<file path="src/rtl/serial_alu_pkg.sv">
// serial_alu_pkg: shared constants for the bit-serial add/subtract unit
package serial_alu_pkg;

    localparam logic [1:0] ST_IDLE = 2'd0;
    localparam logic [1:0] ST_RUN  = 2'd1;
    localparam logic [1:0] ST_DONE = 2'd2;

    localparam logic OP_ADD = 1'b0;
    localparam logic OP_SUB = 1'b1;

    function automatic int cnt_width(input int w);
        return (w < 2) ? 1 : $clog2(w);
    endfunction

endpackage

</file>
<file path="src/rtl/full_adder.sv">
// full_adder: one-bit full adder used as the serial bit-slice
module full_adder (
    input  logic a,
    input  logic b,
    input  logic cin,
    output logic s,
    output logic c
);

    assign s = a ^ b ^ cin;
    assign c = (a & b) | (cin & (a ^ b));

endmodule

</file>
<file path="src/rtl/serial_addsub8.sv">
// serial_addsub8: bit-serial a+b / a-b with carry and signed-overflow flags
module serial_addsub8
    import serial_alu_pkg::*;
#(
    parameter int WIDTH = 8
) (
    input  logic             clk,
    input  logic             rst,
    input  logic             start,
    input  logic             op,
    input  logic [WIDTH-1:0] a,
    input  logic [WIDTH-1:0] b,
    output logic             busy,
    output logic             done,
    output logic [WIDTH-1:0] result,
    output logic             cout,
    output logic             ovf
);

    localparam int CW = cnt_width(WIDTH);

    logic [1:0]       state;
    logic [WIDTH-1:0] sh_a;
    logic [WIDTH-1:0] sh_b;
    logic             carry;
    logic             c_msb_in;
    logic [CW-1:0]    cnt;
    logic             fa_s;
    logic             fa_c;
    logic             last;

    assign last = cnt == CW'(WIDTH - 1);

    full_adder u_fa (
        .a  (sh_a[0]),
        .b  (sh_b[0]),
        .cin(carry),
        .s  (fa_s),
        .c  (fa_c)
    );

    // Control: IDLE -> RUN for WIDTH bit cycles -> one-cycle DONE -> IDLE
    always_ff @(posedge clk or posedge rst) begin
        if (rst) begin
            state <= ST_IDLE;
            busy  <= 1'b0;
            done  <= 1'b0;
        end else begin
            case (state)
                ST_IDLE: begin
                    done <= 1'b0;
                    if (start) begin
                        state <= ST_RUN;
                        busy  <= 1'b1;
                    end
                end
                ST_RUN: begin
                    if (last) begin
                        state <= ST_DONE;
                        busy  <= 1'b0;
                        done  <= 1'b1;
                    end
                end
                ST_DONE: begin
                    state <= ST_IDLE;
                    done  <= 1'b0;
                end
                default: begin
                    state <= ST_IDLE;
                    busy  <= 1'b0;
                    done  <= 1'b0;
                end
            endcase
        end
    end

    // Datapath: subtraction is a + ~b + 1, so B is inverted and carry seeded with op
    always_ff @(posedge clk or posedge rst) begin
        if (rst) begin
            sh_a     <= '0;
            sh_b     <= '0;
            carry    <= 1'b0;
            c_msb_in <= 1'b0;
            cnt      <= '0;
            result   <= '0;
            cout     <= 1'b0;
            ovf      <= 1'b0;
        end else if (state == ST_IDLE && start) begin
            sh_a     <= a;
            sh_b     <= b ^ {WIDTH{op == OP_SUB}};
            carry    <= op;
            c_msb_in <= 1'b0;
            cnt      <= '0;
            result   <= '0;
            cout     <= 1'b0;
            ovf      <= 1'b0;
        end else if (state == ST_RUN) begin
            sh_a   <= sh_a >> 1;
            sh_b   <= sh_b >> 1;
            result <= {fa_s, result[WIDTH-1:1]};
            carry  <= fa_c;
            cnt    <= cnt + CW'(1);
            if (last) begin
                c_msb_in <= carry;
                cout     <= fa_c;
                ovf      <= carry ^ fa_c;
            end
        end
    end

endmodule
</file>
<file path="config.mk">
export PLATFORM = sky130hd
export DESIGN_NAME = serial_addsub8
export DESIGN_NICKNAME = d
export VERILOG_FILES = /design/src/rtl/serial_alu_pkg.sv /design/src/rtl/full_adder.sv /design/src/rtl/serial_addsub8.sv
export SDC_FILE = /design/constraint.sdc
export NUM_CORES = 1
export LEC_CHECK = 0
export CAP_MARGIN = 0
export CORE_MARGIN = 3
export CORE_UTILIZATION = 45
export CTS_CLUSTER_DIAMETER = 100
export DETAILED_ROUTE_END_ITERATION = 10
export MAX_ROUTING_LAYER = met4
export PLACE_DENSITY_LB_ADDON = 0.2
export SLEW_MARGIN = 10
export SYNTH_ARGS = -nofsm -noshare
export SYNTH_HDL_FRONTEND = slang
export SYNTH_HIERARCHICAL = 1
export SYNTH_SLANG_ARGS = --single-unit
</file>
<file path="constraint.sdc">
create_clock -name clk -period 1.5 [get_ports clk]
set_clock_uncertainty 0.05 [all_clocks]
set_input_delay 0.15 -clock clk [delete_from_list [all_inputs] [get_ports clk]]
set_output_delay 0.15 -clock clk [all_outputs]
set_load 0.005 [all_outputs]
</file>
==> impl_metrics.ini <==
[outcome]
status = finished clean

[pwr]
p_total_w = 0.003763
p_sw_w = 0.001378
ir_drop_v = 0.0009663
sequentialPowerShare_pct = 42.1
p_leak_nw = 0.9619
p_int_w = 0.002385
swShare_pct = 36.63
combPwrFrac_pct = 44.2
clock_power_share_pct = 13.7
power_density_nw_per_um2 = 1858

[timing]
finalSetupViolCount = 0
final.setup.worst_slack_ps = 63.51
fin_crit_ps = 1436
tightest_slew_ps = 420.8
hold_viol = 0
post-route-period-util_pct = 95.77
final_max_slew_viol_count = 0
hold_slack_ps = 143.3
slew-limit-headroom_pct = 71.95
fmax_mhz = 696.1

[routing]
wl_met1_mm = 1.392
highest_layer = met4
routed_wirelength_mm = 3.184
wl_met2_mm = 1.584
drc = 0
vias = 1266
via_per_inst = 5.126
dr.pass1.iters = 4
wl_met3_um = 172
ant_nets = 0
routedWlPerCell_um = 12.89
drtIter0Drc = 108

[synthesis]
yosysUniqueCellTypes = 27
synth.avg_cell_area_um2 = 9.572
syn_area_um2 = 1560
synth_nets = 186
synth-seq-area-share_pct = 54.53
yosysWarnings = 6
netlist_instances = 163
synth.ff_latch_count = 34

[grt]
grt_pass1_vias = 1273
grtUsageTotal_pct = 17.98
grt_max_degree = 35
antenna_found_initial = 0
grt-ovfl-total = 0
grt_pass1_wl_mm = 5.678

[die]
die_y_um = 64.89
placementRows = 20
dieArea_um2 = 4210
die_w_um = 64.89
core_um2 = 3178
initial_utilization_pct = 49.09
ioPinCount = 32

[layout]
num-nets-final = 225
syn_to_final_growth_pct = 29.83
drive_gt1_share_pct = 10.34
final_util_pct = 63.74
diodes = 0

[critical_path]
worstPathRequired_ps = 1690
startpoint_type = register
regToRegStartpoint = sh_a[0]$_DFFE_PP0P_
regToRegSetupSlack_ps = 60
end_kind = register
worstPathCellList = fa_1 -> xnor2_1 -> a211oi_2
cp_slowest_cell = fa_1
crit_start = sh_a[0]$_DFFE_PP0P_
criticalPathCategory = register to register
cp_max_fo = 3
slowest_delay_ps = 480
cp.arrival_ps = 1630

[placement]
gp_congestion = 0.8206
io_buffer_count = 31
dp_slack_ps = -39.57
dp.final_hpwl_mm = 2.179

[worst_hold_path]
hold_class = input port to async pin

[clock_network]
ctsHoldBuffers = 0
clock_sinks = 34
clk_pin_slew_worst_paths_ps = 100
cts_tree = done
htreeDepth = 2
cts_made_buffers = 5
cts_root_buf = clkbuf_4
clk_latency_ps = 330
cts_buffer_depth = 2

[run]
drv_cap = 0
state kept, by name, indices dropped and copies added (netlist names), 2 cells and up:
register,cells
result,8
sh_a,8
sh_b,8
cnt,3
state,2
metrics by stage:
stage | TNS, ps | area [um2] | cells
CTS | 0 | 2021 | 247
global placement | -93.90 | 1961 | 239
floorplan | 0 | 1560 | 163
finish | 0 | 2026 | 247
global route | -12.64 | 2026 | 247
detailed placement | -283.5 | 1961 | 239
layer usage:
layer	track usage, %	up-vias
li1	-	619
met1	20.88	612
met2	29.89	31
met3	4.506	4
met4	7.124	0
met5	-	-
what timing repair did:
| item | 4_1_cts | 5_1_grt |
|---|---|---|
| setup buffers | 0 | 0 |
| resized for setup | 0 | 1 |
| endpoints found under the setup margin | 0 | 1 |
path summary, 6_finish.rpt:
check                      cells after the start                     to
max                                            3        ovf$_DFFE_PP0P_
min                                            3  result[0]$_DFFE_PP0P_
max reg2reg                                    3        ovf$_DFFE_PP0P_
min reg2reg                                    2    sh_a[1]$_DFFE_PP0P_
max in group asynchronous                      3    sh_a[7]$_DFFE_PP0P_
min in group clk                               3    sh_a[7]$_DFFE_PP0P_
worst max-delay path: cells and delay by family (launching register included):
family / cells / cell delay (ps)
AO/OA/AOI/OAI: 1 / 240
XOR/XNOR: 1 / 170
flip-flops: 1 / 420
adder cells (fa/ha/maj): 1 / 480
layout by cell type, fill, tap and decap left out:
| cell type | instances |
|---|---|
| nand2_1 | 51 |
| dfrtp_1 | 34 |
| clkdlybuf4s50_1 | 31 |
| nand3_1 | 12 |
| nor2_1 | 10 |
| buf_4 | 9 |
| a22oi_1 | 8 |
| xor2_1 | 6 |
| a31oi_1 | 6 |
| clkbuf_4 | 5 |
| xnor2_1 | 3 |
| inv_1 | 3 |
| a21oi_1 | 3 |
| o21ai_0 | 3 |
| nor2b_1 | 2 |
| ha_1 | 2 |
| buf_12 | 2 |
| or3b_1 | 1 |
| nand2b_1 | 1 |
| nand3_2 | 1 |
| o21ai_2 | 1 |
| nor3b_1 | 1 |
| a211oi_2 | 1 |
| o21bai_1 | 1 |
| a221o_1 | 1 |
| o22ai_1 | 1 |
| clkbuf_1 | 1 |
| clkinv_2 | 1 |
| clkbuf_8 | 1 |
| fa_1 | 1 |
power groups by stage:
stage               Sequential [W]  Combinational [W]  Clock, W
global placement           0.00158            0.00161         0
detailed placement         0.00160            0.00167         0
finish                     0.00158            0.00166  0.000517
CTS                        0.00158            0.00167  0.000541
floorplan                  0.00156            0.00101         0
global route               0.00164            0.00188  0.000586
cell families (layout without fill, tap and decap cells):
| logic type | count (synthesis) | in the layout | synth area share, % |
|---|---|---|---|
| buffers and inverters | 13 | 53 | 5.372 |
| flip-flops | 34 | 34 | 54.53 |
| AO/OA/AOI/OAI | 25 | 25 | 10.75 |
| XOR/XNOR | 9 | 9 | 5.052 |
| adder cells (fa/ha/maj) | 3 | 3 | 2.887 |
| AND/OR/NAND/NOR | 79 | 79 | 21.41 |
final cells by class:
class	instances	area, um2
fill	279	1152
clock buffer	7	55.05
sequential	34	850.8
timing repair buffer	42	417.9
multi-input combinational	116	630.6
inverter	3	11.26
clock inverter	1	5.005
tap	44	55.05
synth_stat cells:
master / count / share of area, %
nand2_1: 51 / 12
dfrtp_1: 34 / 55
nand3_1: 12 / 3.8
nor2_1: 10 / 2.4
a22oi_1: 8 / 3.8
a31oi_1: 6 / 2.4
xor2_1: 6 / 3.4
buf_2: 4 / 1.3
a21oi_1: 3 / 0.96
buf_6: 3 / 2.2
inv_1: 3 / 0.72
o21ai_0: 3 / 0.96
xnor2_1: 3 / 1.7
buf_4: 2 / 0.96
ha_1: 2 / 1.6
nor2b_1: 2 / 0.80
a211oi_1: 1 / 0.48
a221o_1: 1 / 0.64
clkbuf_1: 1 / 0.24
fa_1: 1 / 1.3
nand2b_1: 1 / 0.40
nand3_2: 1 / 0.64
nor3b_1: 1 / 0.48
o21ai_2: 1 / 0.56
o21bai_1: 1 / 0.48
o22ai_1: 1 / 0.40
or3b_1: 1 / 0.56
No activity file was read; power rests on OpenSTA's default activity.
